$ cat src/rtl/axi_size_conv_pkg.sv
// rtl/axi_size_conv_pkg.sv - shared AXI burst types, response codes and next-address helper
package axi_size_conv_pkg;

    typedef enum logic [1:0] {
        BURST_FIXED = 2'b00,
        BURST_INCR  = 2'b01,
        BURST_WRAP  = 2'b10,
        BURST_RSVD  = 2'b11
    } burst_t;

    localparam logic [1:0] RESP_OKAY   = 2'b00;
    localparam logic [1:0] RESP_SLVERR = 2'b10;
    localparam logic [1:0] RESP_DECERR = 2'b11;

    typedef enum logic [1:0] {
        ST_IDLE,
        ST_DATA,
        ST_RESP
    } state_t;

    // Address math is done at this width; callers zero-extend and truncate.
    localparam int ADDR_CALC_W = 64;

    function automatic logic wrap_len_ok(input logic [7:0] len);
        return (len == 8'd1) || (len == 8'd3) || (len == 8'd7) || (len == 8'd15);
    endfunction

    function automatic logic [ADDR_CALC_W-1:0] axi_next_addr(
        input logic [ADDR_CALC_W-1:0] addr,
        input logic [2:0]             size,
        input logic [7:0]             len,
        input burst_t                 burst
    );
        logic [ADDR_CALC_W-1:0] incr;
        logic [ADDR_CALC_W-1:0] aligned;
        logic [ADDR_CALC_W-1:0] wrap_mask;
        logic [ADDR_CALC_W-1:0] result;
        incr      = ADDR_CALC_W'(1) << size;
        aligned   = addr & ~(incr - ADDR_CALC_W'(1));
        wrap_mask = (ADDR_CALC_W'({1'b0, len} + 9'd1) << size) - ADDR_CALC_W'(1);
        result    = aligned + incr;
        if (burst == BURST_FIXED) begin
            result = addr;
        end else if (burst == BURST_WRAP && wrap_len_ok(len)) begin
            result = (addr & ~wrap_mask) | ((aligned + incr) & wrap_mask);
        end
        return result;
    endfunction

endpackage

$ cat src/rtl/axi_burst_addr_gen.sv
// rtl/axi_burst_addr_gen.sv - latched AXI burst descriptor and current beat address
module axi_burst_addr_gen
    import axi_size_conv_pkg::*;
#(
    parameter int ADDR_W = 32
) (
    input  logic              i_clk,
    input  logic              i_rst,
    input  logic              i_load,
    input  logic [ADDR_W-1:0] i_addr,
    input  logic [7:0]        i_len,
    input  logic [2:0]        i_size,
    input  logic [1:0]        i_burst,
    input  logic              i_advance,
    output logic [ADDR_W-1:0] o_cur_addr,
    output logic [7:0]        o_len,
    output logic              o_burst_err
);

    logic [ADDR_W-1:0] r_cur_addr;
    logic [7:0]        r_len;
    logic [2:0]        r_size;
    burst_t            r_burst;
    logic [ADDR_W-1:0] w_next_addr;

    assign w_next_addr = ADDR_W'(axi_next_addr(ADDR_CALC_W'(r_cur_addr), r_size, r_len, r_burst));

    always_ff @(posedge i_clk or posedge i_rst) begin
        if (i_rst) begin
            r_cur_addr <= '0;
            r_len      <= '0;
            r_size     <= '0;
            r_burst    <= BURST_FIXED;
        end else if (i_load) begin
            r_cur_addr <= i_addr;
            r_len      <= i_len;
            r_size     <= i_size;
            r_burst    <= burst_t'(i_burst);
        end else if (i_advance) begin
            r_cur_addr <= w_next_addr;
        end
    end

    // Illegal wrap lengths and the reserved encoding still walk as INCR, but get flagged.
    assign o_burst_err = (r_burst == BURST_RSVD) ||
                         ((r_burst == BURST_WRAP) && !wrap_len_ok(r_len));
    assign o_cur_addr  = r_cur_addr;
    assign o_len       = r_len;

endmodule

$ cat src/rtl/axi_write_mem_bridge.sv
// rtl/axi_write_mem_bridge.sv - AXI4 write slave driving a single-port SRAM write interface
module axi_write_mem_bridge
    import axi_size_conv_pkg::*;
#(
    parameter int                        AXI_ADDR_WIDTH = 32,
    parameter int                        AXI_DATA_WIDTH = 128,
    parameter int                        AXI_ID_WIDTH   = 5,
    parameter int                        AXI_USER_WIDTH = 6,
    parameter int                        MEM_ADDR_WIDTH = 16,
    parameter logic [AXI_ADDR_WIDTH-1:0] BASE_ADDR      = '0
) (
    input  logic                        clk_i,
    input  logic                        rst_i,
    input  logic                        axi_slave_aw_valid_i,
    output logic                        axi_slave_aw_ready_o,
    input  logic [AXI_ADDR_WIDTH-1:0]   axi_slave_aw_addr_i,
    input  logic [7:0]                  axi_slave_aw_len_i,
    input  logic [2:0]                  axi_slave_aw_size_i,
    input  logic [1:0]                  axi_slave_aw_burst_i,
    input  logic [AXI_ID_WIDTH-1:0]     axi_slave_aw_id_i,
    input  logic [2:0]                  axi_slave_aw_prot_i,
    input  logic [3:0]                  axi_slave_aw_region_i,
    input  logic                        axi_slave_aw_lock_i,
    input  logic [3:0]                  axi_slave_aw_cache_i,
    input  logic [3:0]                  axi_slave_aw_qos_i,
    input  logic [AXI_USER_WIDTH-1:0]   axi_slave_aw_user_i,
    input  logic                        axi_slave_w_valid_i,
    output logic                        axi_slave_w_ready_o,
    input  logic [AXI_DATA_WIDTH-1:0]   axi_slave_w_data_i,
    input  logic [AXI_DATA_WIDTH/8-1:0] axi_slave_w_strb_i,
    input  logic                        axi_slave_w_last_i,
    input  logic [AXI_USER_WIDTH-1:0]   axi_slave_w_user_i,
    output logic                        axi_slave_b_valid_o,
    input  logic                        axi_slave_b_ready_i,
    output logic [1:0]                  axi_slave_b_resp_o,
    output logic [AXI_ID_WIDTH-1:0]     axi_slave_b_id_o,
    output logic [AXI_USER_WIDTH-1:0]   axi_slave_b_user_o,
    output logic                        mem_req_o,
    input  logic                        mem_gnt_i,
    output logic [MEM_ADDR_WIDTH-1:0]   mem_addr_o,
    output logic [AXI_DATA_WIDTH-1:0]   mem_wdata_o,
    output logic [AXI_DATA_WIDTH/8-1:0] mem_be_o
);

    localparam int STRB     = AXI_DATA_WIDTH / 8;
    localparam int OFF_BITS = $clog2(STRB);
    localparam int WIN_BITS = MEM_ADDR_WIDTH + OFF_BITS;

    state_t                    r_state;
    state_t                    w_state_next;
    logic [AXI_ID_WIDTH-1:0]   r_id;
    logic [7:0]                r_beat;
    logic                      r_decerr;
    logic                      r_slverr;
    logic                      w_aw_fire;
    logic                      w_w_fire;
    logic                      w_last_beat;
    logic                      w_in_range;
    logic                      w_burst_err;
    logic [7:0]                w_len;
    logic [AXI_ADDR_WIDTH-1:0] w_aw_offset;
    logic [AXI_ADDR_WIDTH-1:0] w_cur_addr;
    logic [AXI_ADDR_WIDTH-1:0] w_cur_offset;
    logic                      w_unused_ok;

    axi_burst_addr_gen #(
        .ADDR_W (AXI_ADDR_WIDTH)
    ) u_addr_gen (
        .i_clk       (clk_i),
        .i_rst       (rst_i),
        .i_load      (w_aw_fire),
        .i_addr      (axi_slave_aw_addr_i),
        .i_len       (axi_slave_aw_len_i),
        .i_size      (axi_slave_aw_size_i),
        .i_burst     (axi_slave_aw_burst_i),
        .i_advance   (w_w_fire),
        .o_cur_addr  (w_cur_addr),
        .o_len       (w_len),
        .o_burst_err (w_burst_err)
    );

    // Offset subtraction wraps modulo the address width, so addresses below BASE land far out of range.
    assign w_aw_offset  = axi_slave_aw_addr_i - BASE_ADDR;
    assign w_in_range   = (64'(w_aw_offset) < (64'd1 << WIN_BITS));
    assign w_cur_offset = w_cur_addr - BASE_ADDR;

    assign axi_slave_aw_ready_o = (r_state == ST_IDLE) && !rst_i;
    assign w_aw_fire            = axi_slave_aw_valid_i && axi_slave_aw_ready_o;
    assign axi_slave_w_ready_o  = (r_state == ST_DATA) && (r_decerr || mem_gnt_i);
    assign w_w_fire             = axi_slave_w_valid_i && axi_slave_w_ready_o;
    assign w_last_beat          = (r_beat == w_len);

    assign mem_req_o   = (r_state == ST_DATA) && !r_decerr && axi_slave_w_valid_i;
    assign mem_addr_o  = ((r_state == ST_DATA) && !r_decerr) ?
                         MEM_ADDR_WIDTH'(w_cur_offset >> OFF_BITS) : '0;
    assign mem_wdata_o = axi_slave_w_data_i;
    assign mem_be_o    = axi_slave_w_strb_i;

    assign axi_slave_b_valid_o = (r_state == ST_RESP);
    assign axi_slave_b_resp_o  = (r_state != ST_RESP)          ? RESP_OKAY   :
                                 r_decerr                      ? RESP_DECERR :
                                 (r_slverr || w_burst_err)     ? RESP_SLVERR : RESP_OKAY;
    assign axi_slave_b_id_o    = r_id;
    assign axi_slave_b_user_o  = '0;

    assign w_unused_ok = ^{axi_slave_aw_prot_i, axi_slave_aw_region_i, axi_slave_aw_lock_i,
                           axi_slave_aw_cache_i, axi_slave_aw_qos_i, axi_slave_aw_user_i,
                           axi_slave_w_user_i};

    always_comb begin
        w_state_next = r_state;
        case (r_state)
            ST_IDLE: if (w_aw_fire)                 w_state_next = ST_DATA;
            ST_DATA: if (w_w_fire && w_last_beat)   w_state_next = ST_RESP;
            ST_RESP: if (axi_slave_b_ready_i)       w_state_next = ST_IDLE;
            default:                                w_state_next = ST_IDLE;
        endcase
    end

    always_ff @(posedge clk_i or posedge rst_i) begin
        if (rst_i) begin
            r_state  <= ST_IDLE;
            r_id     <= '0;
            r_beat   <= '0;
            r_decerr <= 1'b0;
            r_slverr <= 1'b0;
        end else begin
            r_state <= w_state_next;
            if (w_aw_fire) begin
                r_id     <= axi_slave_aw_id_i;
                r_beat   <= '0;
                r_decerr <= !w_in_range;
                r_slverr <= 1'b0;
            end else if (w_w_fire) begin
                // The beat counter alone ends the burst; a misplaced w_last only flags an error.
                if (axi_slave_w_last_i != w_last_beat) r_slverr <= 1'b1;
                if (!w_last_beat)                      r_beat   <= r_beat + 8'd1;
            end
        end
    end

endmodule
$ cat config.mk
export PLATFORM = sky130hd
export DESIGN_NAME = axi_write_mem_bridge
export DESIGN_NICKNAME = d
export VERILOG_FILES = /design/src/rtl/axi_size_conv_pkg.sv /design/src/rtl/axi_burst_addr_gen.sv /design/src/rtl/axi_write_mem_bridge.sv
export SDC_FILE = /design/constraint.sdc
export NUM_CORES = 1
export LEC_CHECK = 0
export CAP_MARGIN = 5
export CELL_PAD_IN_SITES_DETAIL_PLACEMENT = 0
export CELL_PAD_IN_SITES_GLOBAL_PLACEMENT = 2
export CORE_AREA = 4 4 175 177
export DETAILED_ROUTE_END_ITERATION = 6
export DIE_AREA = 0 0 179 181
export GPL_TIMING_DRIVEN = 0
export PLACE_DENSITY_LB_ADDON = 0.3
export REMOVE_ABC_BUFFERS = 1
export SYNTH_ARGS = -nofsm -noshare
export SYNTH_HDL_FRONTEND = slang
export SYNTH_SLANG_ARGS = --single-unit
export TNS_END_PERCENT = 10
$ cat constraint.sdc
create_clock -name clk_i -period 9.7 [get_ports clk_i]
set_clock_uncertainty 0.05 [all_clocks]
set_input_delay 1.94 -clock clk_i [delete_from_list [all_inputs] [get_ports clk_i]]
set_output_delay 1.94 -clock clk_i [all_outputs]
set_load 0.005 [all_outputs]
==> flow_summary.ini <==
[die]
die_h_um = 181
die-area_mm2 = 0.0324
coreArea_mm2 = 0.0292
initial_utilization_pct = 18.8
die_x_um = 179
ios = 406
row_count = 63

[worst_hold_path]
min_path_cells = 2
hp-class = reg -> reg
hold_end = axi_slave_b_id_o[1]$_DFFE_PP0P_
hp-start = axi_slave_b_id_o[1]$_DFFE_PP0P_

[route]
wl_per_cell_um = 41.4
ant_nets = 0
drc = 0
drtPass1Iterations = 5
num_vias = 4807
vias_per_cell = 4.72
wl_um = 42200
drt_iter0_drc = 353

[synth]
synth_top_area_share_pct = 22.8
avgSynthCellArea_um2 = 7.66
ys_warn_count = 0
ys_seq_area_share_pct = 22.8
synth_area_leaders = dfrtp_1 (23%), buf_4 (21%), nand2_1 (6.5%)
ys_types = 82
synth_cells = 716
syn_area_mm2 = 0.00549
synthFlopType = dfrtp_1
synth_edf_count = 0
yosysTopAreaCell = dfrtp_1
synth_seq_cells = 50
synthArstFlopShare_pct = 100

[global_route]
grt_pass1_vias = 4692
grtUsageTotal_pct = 24.9
grt_use_met3_pct = 31.9
use_met1_pct = 15.8
grt_max_degree = 39
grt_pass1_wl_um = 52300
met2_usage_pct = 41.2
antenna_found_initial = 0
grt-busiest-layer = met2
grt_overflow = 0

[clocking]
post_cts_resized = 0
cts_inserted_buffers = 5
h-tree-depth = 2
clock_latency_ps = 300
root_buffer = clkbuf_16
cts.sinks = 50
post_cts_buffers = 0
tritoncts = yes
clockBufferDepth = 2
hold_buffers = 0
clkTransAtPathRegs_ps = 70

[worst_setup_path]
reg2reg_slack_ps = 4430
crit_fanout = 3
critPathKind = in -> out
crit_arrival_ps = 3360
crit_start = rst_i
startpoint_type = input port
critPathRequiredTime_ps = 7710
reg2reg_from = u_addr_gen.r_size[2]$_DFFE_PP0P_
end_kind = primary output
reg2reg_depth = 11

[layout]
antenna_cells = 0
drive_gt1_share_pct = 5.56
mostFrequentLayoutCell = nand2_1
layout_common_cells = nand2_1 (94), clkdlybuf4s50_1 (83), nor2_1 (52)
syn2layout_area_growth_pct = 4.58
postLayoutCellArea_mm2 = 0.00574
nets = 866

[timing]
relSlewSlack_pct = 13.0
fmax_mhz = 187
worst_pin_slew_ps = 1300
setup_tns_ps = 0
rsz0062_at_grt = false
slew_violations = 0
holdWs_ps = 426
period_share_pct = 55.2
hold_violations = 0
setup_viol = 0
layout_min_cycle_time_ps = 5350

[power_and_ir_drop]
p_leak_uw = 0.00218
power.density_mw_per_mm2 = 314
vdd_drop_max_mv = 0.0929

[place]
port_buffers = 83
place_congestion = 0.974
place_area_mm2 = 0.00557
dpl.hpwl_um = 38000

[outcome]
status = finished clean

[run]
maxCapViolations = 0
[routing by layer]
layer	up-vias	wire length [um]
li1	2169	-
met3	33	11500
met2	409	19700
met4	12	1090
met1	2184	9350
met5	-	603
[cell families after synthesis]
| group | Yosys count | share of synthesized area, % |
|---|---|---|
| XOR/XNOR | 31 | 5.08 |
| flip-flops | 50 | 22.8 |
| multiplexers | 10 | 1.85 |
| AO/OA/AOI/OAI | 148 | 19.1 |
| other | 1 | 0.0683 |
| buffers and inverters | 204 | 25.0 |
| adder cells (fa/ha/maj) | 9 | 2.19 |
| AND/OR/NAND/NOR | 263 | 23.9 |
[area by class of cell]
cell class / count / area, um^2
flip-flops and latches: 50 / 1250
inverters: 19 / 71.3
repair buffers: 85 / 871
clock buffers: 5 / 125
clock inverters: 3 / 43.8
fillers: 3272 / 23500
well taps: 390 / 488
multi-input cells: 467 / 2890
[Yosys cell counts, types with 7 or more instances]
cell      count
nand2b_1      9
xnor2_1      13
mux2i_1       9
nand4_1       8
nor4_1        7
and2_1       24
nor2_1       52
a21oi_1      26
buf_2        12
o21ai_0      29
nand3_1      11
xor2_1       17
inv_1        16
clkbuf_1     13
nand2_1      95
a31oi_1      12
buf_4       153
nor3_1       18
dfrtp_1      50
or3_1         7
o22ai_1       7
ha_1          8
[worst max path at each step]
stage,slack (ps),endpoint,cells past startpoint
floorplan,5410,r_beat[6]$_DFFE_PP0P_,6
global placement,3880,flop,7
detailed placement,4350,axi_slave_aw_ready_o,3
CTS,4330,axi_slave_aw_ready_o,3
global route,3810,flop,11
finish,4350,axi_slave_aw_ready_o,3
[through the flow]
step | std cells | setup WS, ps | utilization (%) | total power [uW]
after floorplan | 536 | 5410 | - | 1170
after global placement | 1009 | 3880 | 18.9 | 1590
after detailed placement | 1011 | 4350 | 19.0 | 1590
after CTS | 1019 | 4330 | 19.6 | 1810
after global routing | 1019 | 3810 | 19.6 | 1950
final | 1019 | 4350 | 19.6 | 1800
[critical path, cell delays in order]
cell and delay, ps:
clkdlybuf4s50_1 440, nor3_1 390, clkdlybuf4s50_1 590
[report_power, final]
group	switching (uW)	internal [uW]
registers	220	298
logic	589	478
clock network	91.6	123
Note: power is estimated with default switching activity, not from simulation.
